==> src/rtl/rab_axi_pkg.sv <==
// Shared definitions for the RAB AXI4 read-data return path.
//  - R-beat field offsets for the packed {ruser, rdata, rid, rlast, rresp} word
//  - helper functions giving the data/user offsets and the total beat width
//  - store-and-forward FSM state type
package rab_axi_pkg;

    localparam int unsigned RESP_LSB = 0;
    localparam int unsigned LAST_BIT = 2;
    localparam int unsigned ID_LSB   = 3;

    function automatic int unsigned data_lsb(input int unsigned id_w);
        return ID_LSB + id_w;
    endfunction

    function automatic int unsigned user_lsb(input int unsigned id_w, input int unsigned data_w);
        return ID_LSB + id_w + data_w;
    endfunction

    function automatic int unsigned r_beat_width(input int unsigned id_w,
                                                 input int unsigned data_w,
                                                 input int unsigned user_w);
        return ID_LSB + id_w + data_w + user_w;
    endfunction

    typedef enum logic {Hold, Cut} sf_state_e;

endpackage

==> src/rtl/rab_sync_fifo.sv <==
// Generic synchronous FIFO, DATA_WIDTH x DEPTH (DEPTH a power of two).
// Ports:
//  clk, rst        clock, synchronous active-high reset (pointers/level only)
//  push, wdata     write request; ignored when full
//  pop             read request; ignored when empty
//  rdata           head entry (valid when !empty)
//  level           entries held, full, empty
module rab_sync_fifo #(
    parameter int unsigned DATA_WIDTH = 8,
    parameter int unsigned DEPTH      = 4
) (
    input  logic                    clk,
    input  logic                    rst,
    input  logic                    push,
    input  logic [DATA_WIDTH-1:0]   wdata,
    input  logic                    pop,
    output logic [DATA_WIDTH-1:0]   rdata,
    output logic [$clog2(DEPTH):0]  level,
    output logic                    full,
    output logic                    empty
);

    localparam int unsigned PtrW = $clog2(DEPTH);

    logic [PtrW-1:0]       wptr_q, rptr_q;
    logic [PtrW:0]         level_q;
    logic [DATA_WIDTH-1:0] mem_q [DEPTH];
    logic                  do_push, do_pop;

    assign full    = (level_q == (PtrW+1)'(DEPTH));
    assign empty   = (level_q == '0);
    // A pop at full does not make room for a same-cycle push.
    assign do_push = push && !full;
    assign do_pop  = pop && !empty;
    assign rdata   = mem_q[rptr_q];
    assign level   = level_q;

    always_ff @(posedge clk) begin
        if (rst) begin
            wptr_q  <= '0;
            rptr_q  <= '0;
            level_q <= '0;
        end else begin
            if (do_push) wptr_q <= wptr_q + PtrW'(1);
            if (do_pop)  rptr_q <= rptr_q + PtrW'(1);
            case ({do_push, do_pop})
                2'b10:   level_q <= level_q + (PtrW+1)'(1);
                2'b01:   level_q <= level_q - (PtrW+1)'(1);
                default: level_q <= level_q;
            endcase
        end
    end

    // Storage is deliberately not reset.
    always_ff @(posedge clk) begin
        if (do_push) mem_q[wptr_q] <= wdata;
    end

endmodule

==> src/rtl/axi4_r_buffer_fifo.sv <==
// AXI4 R-channel elastic buffer for the RAB read-data return path.
// Accepts beats on m_axi4_* and returns them in order on s_axi4_*.
// With STORE_FWD=1 a burst is held until its RLAST beat is buffered; if the
// buffer fills without any RLAST inside, it falls back to cut-through until
// the burst's last beat leaves, so long bursts cannot deadlock.
// Ports:
//  axi4_aclk, axi4_arst          clock, synchronous active-high reset
//  m_axi4_r*  (in), m_axi4_rready (out)   upstream R channel
//  s_axi4_r*  (out), s_axi4_rready (in)   downstream R channel, payload zero when idle
//  level, almost_full, bursts_pending     fill status for flow control
//  sf_overflow                            1-cycle pulse on entering cut-through fallback
module axi4_r_buffer_fifo
    import rab_axi_pkg::*;
#(
    parameter int unsigned AXI_DATA_WIDTH = 32,
    parameter int unsigned AXI_ID_WIDTH   = 4,
    parameter int unsigned AXI_USER_WIDTH = 4,
    parameter int unsigned DEPTH          = 4,
    parameter int unsigned STORE_FWD      = 0,
    parameter int unsigned AFULL_THRESH   = 3
) (
    input  logic                        axi4_aclk,
    input  logic                        axi4_arst,
    input  logic [AXI_ID_WIDTH-1:0]     m_axi4_rid,
    input  logic [AXI_DATA_WIDTH-1:0]   m_axi4_rdata,
    input  logic [1:0]                  m_axi4_rresp,
    input  logic                        m_axi4_rlast,
    input  logic [AXI_USER_WIDTH-1:0]   m_axi4_ruser,
    input  logic                        m_axi4_rvalid,
    output logic                        m_axi4_rready,
    output logic [AXI_ID_WIDTH-1:0]     s_axi4_rid,
    output logic [AXI_DATA_WIDTH-1:0]   s_axi4_rdata,
    output logic [1:0]                  s_axi4_rresp,
    output logic                        s_axi4_rlast,
    output logic [AXI_USER_WIDTH-1:0]   s_axi4_ruser,
    output logic                        s_axi4_rvalid,
    input  logic                        s_axi4_rready,
    output logic [$clog2(DEPTH):0]      level,
    output logic                        almost_full,
    output logic [$clog2(DEPTH):0]      bursts_pending,
    output logic                        sf_overflow
);

    localparam int unsigned LvlW   = $clog2(DEPTH) + 1;
    localparam int unsigned BeatW  = r_beat_width(AXI_ID_WIDTH, AXI_DATA_WIDTH, AXI_USER_WIDTH);
    localparam int unsigned DataLsb = data_lsb(AXI_ID_WIDTH);
    localparam int unsigned UserLsb = user_lsb(AXI_ID_WIDTH, AXI_DATA_WIDTH);

    logic [BeatW-1:0] wbeat, head;
    logic [LvlW-1:0]  fifo_level, bursts_q, bursts_d;
    logic             push, pop, full, empty, head_last, push_last, pop_last;
    logic             head_valid, overflow, s_valid;
    sf_state_e        state_q, state_d;

    assign wbeat = {m_axi4_ruser, m_axi4_rdata, m_axi4_rid, m_axi4_rlast, m_axi4_rresp};

    assign m_axi4_rready = !full && !axi4_arst;
    assign push          = m_axi4_rvalid && m_axi4_rready;
    assign pop           = s_valid && s_axi4_rready;
    assign head_last     = head[LAST_BIT];
    assign push_last     = push && m_axi4_rlast;
    assign pop_last      = pop && head_last;

    rab_sync_fifo #(
        .DATA_WIDTH (BeatW),
        .DEPTH      (DEPTH)
    ) u_fifo (
        .clk   (axi4_aclk),
        .rst   (axi4_arst),
        .push  (push),
        .wdata (wbeat),
        .pop   (pop),
        .rdata (head),
        .level (fifo_level),
        .full  (full),
        .empty (empty)
    );

    always_comb begin
        bursts_d = bursts_q;
        if (push_last && !pop_last) begin
            bursts_d = bursts_q + LvlW'(1);
        end else if (!push_last && pop_last) begin
            bursts_d = bursts_q - LvlW'(1);
        end
    end

    always_comb begin
        state_d    = state_q;
        overflow   = 1'b0;
        head_valid = !empty;
        if (STORE_FWD != 0) begin
            unique case (state_q)
                Hold: begin
                    // Full with no complete burst inside: release the head now
                    // (same cycle) so the stalled burst can drain.
                    overflow   = full && (bursts_q == '0);
                    head_valid = !empty && ((bursts_q != '0) || overflow);
                    if (overflow) state_d = Cut;
                end
                Cut: begin
                    if (pop_last) state_d = Hold;
                end
                default: state_d = Hold;
            endcase
        end
    end

    always_ff @(posedge axi4_aclk) begin
        if (axi4_arst) begin
            bursts_q <= '0;
            state_q  <= Hold;
        end else begin
            bursts_q <= bursts_d;
            state_q  <= state_d;
        end
    end

    assign s_valid        = head_valid && !axi4_arst;
    assign s_axi4_rvalid  = s_valid;
    assign s_axi4_rresp   = s_valid ? head[RESP_LSB +: 2] : '0;
    assign s_axi4_rlast   = s_valid && head_last;
    assign s_axi4_rid     = s_valid ? head[ID_LSB +: AXI_ID_WIDTH] : '0;
    assign s_axi4_rdata   = s_valid ? head[DataLsb +: AXI_DATA_WIDTH] : '0;
    assign s_axi4_ruser   = s_valid ? head[UserLsb +: AXI_USER_WIDTH] : '0;

    assign level          = axi4_arst ? '0 : fifo_level;
    assign almost_full    = !axi4_arst && (fifo_level >= LvlW'(AFULL_THRESH));
    assign bursts_pending = axi4_arst ? '0 : bursts_q;
    assign sf_overflow    = overflow && !axi4_arst;

endmodule

==> config.mk <==
export PLATFORM = sky130hd
export DESIGN_NAME = axi4_r_buffer_fifo
export DESIGN_NICKNAME = d
export VERILOG_FILES = /design/src/rtl/rab_axi_pkg.sv /design/src/rtl/rab_sync_fifo.sv /design/src/rtl/axi4_r_buffer_fifo.sv
export SDC_FILE = /design/constraint.sdc
export NUM_CORES = 1
export LEC_CHECK = 0
export CAP_MARGIN = 20
export CORE_MARGIN = 3
export CORE_UTILIZATION = 54
export DETAILED_ROUTE_END_ITERATION = 8
export PLACE_DENSITY = 0.78
export SETUP_SLACK_MARGIN = 0.2
export SLEW_MARGIN = 20
export SYNTH_ARGS = -nofsm -noshare
export SYNTH_HDL_FRONTEND = slang
export SYNTH_SLANG_ARGS = --single-unit
export TNS_END_PERCENT = 1
==> constraint.sdc <==
create_clock -name axi4_aclk -period 3.4 [get_ports axi4_aclk]
set_input_delay 0.68 -clock axi4_aclk [delete_from_list [all_inputs] [get_ports axi4_aclk]]
set_output_delay 0.68 -clock axi4_aclk [all_outputs]
set_load 0.05 [all_outputs]
==> results.json <==
{
  "dpl_worst_slack_ns": 0.311,
  "fin_crit_sh_pct": 89.1,
  "fin_area_um2": 9510,
  "dp_hpwl_um": 7780,
  "via_count": 3609,
  "numCtsBuffers": 17,
  "die_area_um2": 14900,
  "antenna_found_initial": 0,
  "run_status": "completed",
  "ys_top_cells_by_count": "edfxtp_1 (172), and2_1 (44), mux4_2 (40)",
  "ys_types": 35,
  "slew_viol_final": 0,
  "crit_path_start_kind": "primary input",
  "placed_cell_area_um2": 8880,
  "insertion_delay_ns": 0.42,
  "clkSinkCount": 184,
  "grt_pass1_vias": 3853,
  "core-area_um2": 12900,
  "diodes": 0,
  "netlist_instances": 353,
  "drc_errors": 0,
  "cts_hold_buf": 0,
  "p_total_w": 0.00552,
  "hold_viol": 0,
  "fin_skew_ns": 0.00606,
  "min_path_type": "reg -> reg",
  "drt_pre_antenna_iters": 4,
  "ys_warn_count": 0,
  "fin_crit_ns": 3.03,
  "required_ns": 2.72,
  "yosys_most_used_dff": "edfxtp_1",
  "num_io_pins": 100,
  "synth_area_leaders": "edfxtp_1 (71%), mux4_2 (12%), and2_1 (3.8%)",
  "maxSlewHeadroom_pct": 58.8,
  "drt-initial-drc-count": 282,
  "cp_max_fo": 7,
  "postCtsResizedCells": 0,
  "wl_um": 13100,
  "via_per_inst": 5.55,
  "post_cts_buffers": 0,
  "p_per_area_nw_per_um2": 581,
  "cts_tree": "built",
  "drv_cap": 0,
  "grt_pass1_wl_um": 20900,
  "yosysSeqAreaShare_pct": 74.4,
  "async_flop_share_pct": 0,
  "ant_nets": 0,
  "num_rows": 41,
  "root_buffer": "clkbuf_16",
  "setup_viol": 0,
  "utilization_pct": 73.8,
  "portBuffers": 98,
  "cellLeakagePower_nw": 3.21,
  "die_y_um": 122,
  "tightest_slew_ns": 0.618,
  "synth_edf_count": 172,
  "synth_top_area_share_pct": 71.1,
  "path_clk_slew_ns": 0.06,
  "worst_slack_ns": 0.372,
  "track_usage_pct": 19.2,
  "crit_type": "in -> out",
  "start_util_pct": 56.4,
  "synth_area_per_cell_um2": 20.6,
  "synth_area_leader_cell": "edfxtp_1",
  "mappedNetlistNets": 408,
  "yosysMostFrequentCell": "edfxtp_1",
  "drive_above_1_share_pct": 29.1,
  "htree_levels": 4,
  "fin_nets": 520,
  "rsz0062_at_grt": "no",
  "ys_seq_elements": 184,
  "arrival_ns": 2.35,
  "die_x_um": 122,
  "wl_per_cell_um": 20.2,
  "irDropWorstVdd_mv": 0.364,
  "gp_congestion": 0.708,
  "overflow": 0,
  "cts.path.max_buffers": 2,
  "setup-tns-final_ns": 0,
  "grt_max_degree": 44,
  "syn_area_um2": 7260,
  "end_kind": "output pin",
  "max_freq_mhz": 330,
  "syn_to_final_growth_pct": 30.9
}
-- per-layer routing --
metal | wire length (um) | track usage (%)
met4 | 193 | 6.79
met1 | 5520 | 25.2
met5 | 0 | 0
met3 | 692 | 5.52
met2 | 6750 | 31.0
-- final cells by class --
type / count / area (um2)
clock inverter: 10 / 178
tap: 172 / 215
inverter: 10 / 37.5
fill: 717 / 3370
multi-input combinational: 142 / 1680
timing repair buffer: 110 / 1540
sequential: 184 / 5410
clock buffer: 22 / 454
-- registers in the layout, indices dropped and copies added, names as in the netlist, named ones only --
register       count
u_fifo.wptr_q      2
u_fifo.level       3
bursts_q           3
u_fifo.mem_q     172
u_fifo.rptr_q      2
-- critical path, stage by stage --
cell             delay [ns]
clkdlybuf4s50_1        0.50
buf_4                  0.20
nor2b_1                0.14
clkdlybuf4s50_1        0.82
-- stage by stage --
step / hold WS (ns) / instances
global route: 0.481 / 650
detailed placement: 0.448 / 618
global placement: 0.458 / 618
floorplan: 0.433 / 353
finish: 0.474 / 650
CTS: 0.468 / 650
-- final timing paths --
check / startpoint / endpoint / slack (ns) / cells past startpoint
max: axi4_arst / bursts_pending[2] / 0.37 / 4
min: u_fifo.rptr_q[1]$_SDFFE_PP0P_ / flip-flop / 0.47 / 1
max reg2reg: u_fifo.level[0]$_SDFFE_PP0P_ / u_fifo.level[2]$_SDFFE_PP0P_ / 0.93 / 9
min reg2reg: u_fifo.rptr_q[1]$_SDFFE_PP0P_ / flip-flop / 0.47 / 1
-- cell usage in the layout, fill, tap and decap left out, types with 3 or more instances in the layout --
| master | synthesis | layout |
|---|---|---|
| and3_2 | 0 | 4 |
| xor2_1 | 4 | 4 |
| nand2_1 | 3 | 3 |
| clkbuf_16 | 0 | 17 |
| mux4_1 | 3 | 3 |
| nor2b_1 | 5 | 5 |
| edfxtp_1 | 172 | 172 |
| and2_1 | 44 | 44 |
| buf_4 | 1 | 14 |
| nor2_1 | 8 | 8 |
| clkbuf_1 | 3 | 4 |
| clkinv_2 | 0 | 3 |
| inv_1 | 9 | 9 |
| mux4_2 | 40 | 40 |
| buf_12 | 4 | 47 |
| clkdlybuf4s50_1 | 0 | 49 |
| o31ai_1 | 3 | 3 |
| bufinv_16 | 0 | 5 |
| dfxtp_1 | 12 | 10 |
| ha_1 | 6 | 6 |
-- power breakdown --
group,switching [W],internal (W)
combinational,0.000441,0.000412
sequential,0.0000285,0.00255
clock,0.000765,0.00132
-- cell families after synthesis --
logic type / share of synthesized area (%)
flops: 74.4
simple gates: 6.06
mux: 13.6
buf+inv: 2.58
compound gates: 1.21
fa+ha+maj: 1.58
xor+xnor: 0.482
other cells: 0.0516
Power figures use the tool's default switching activity.
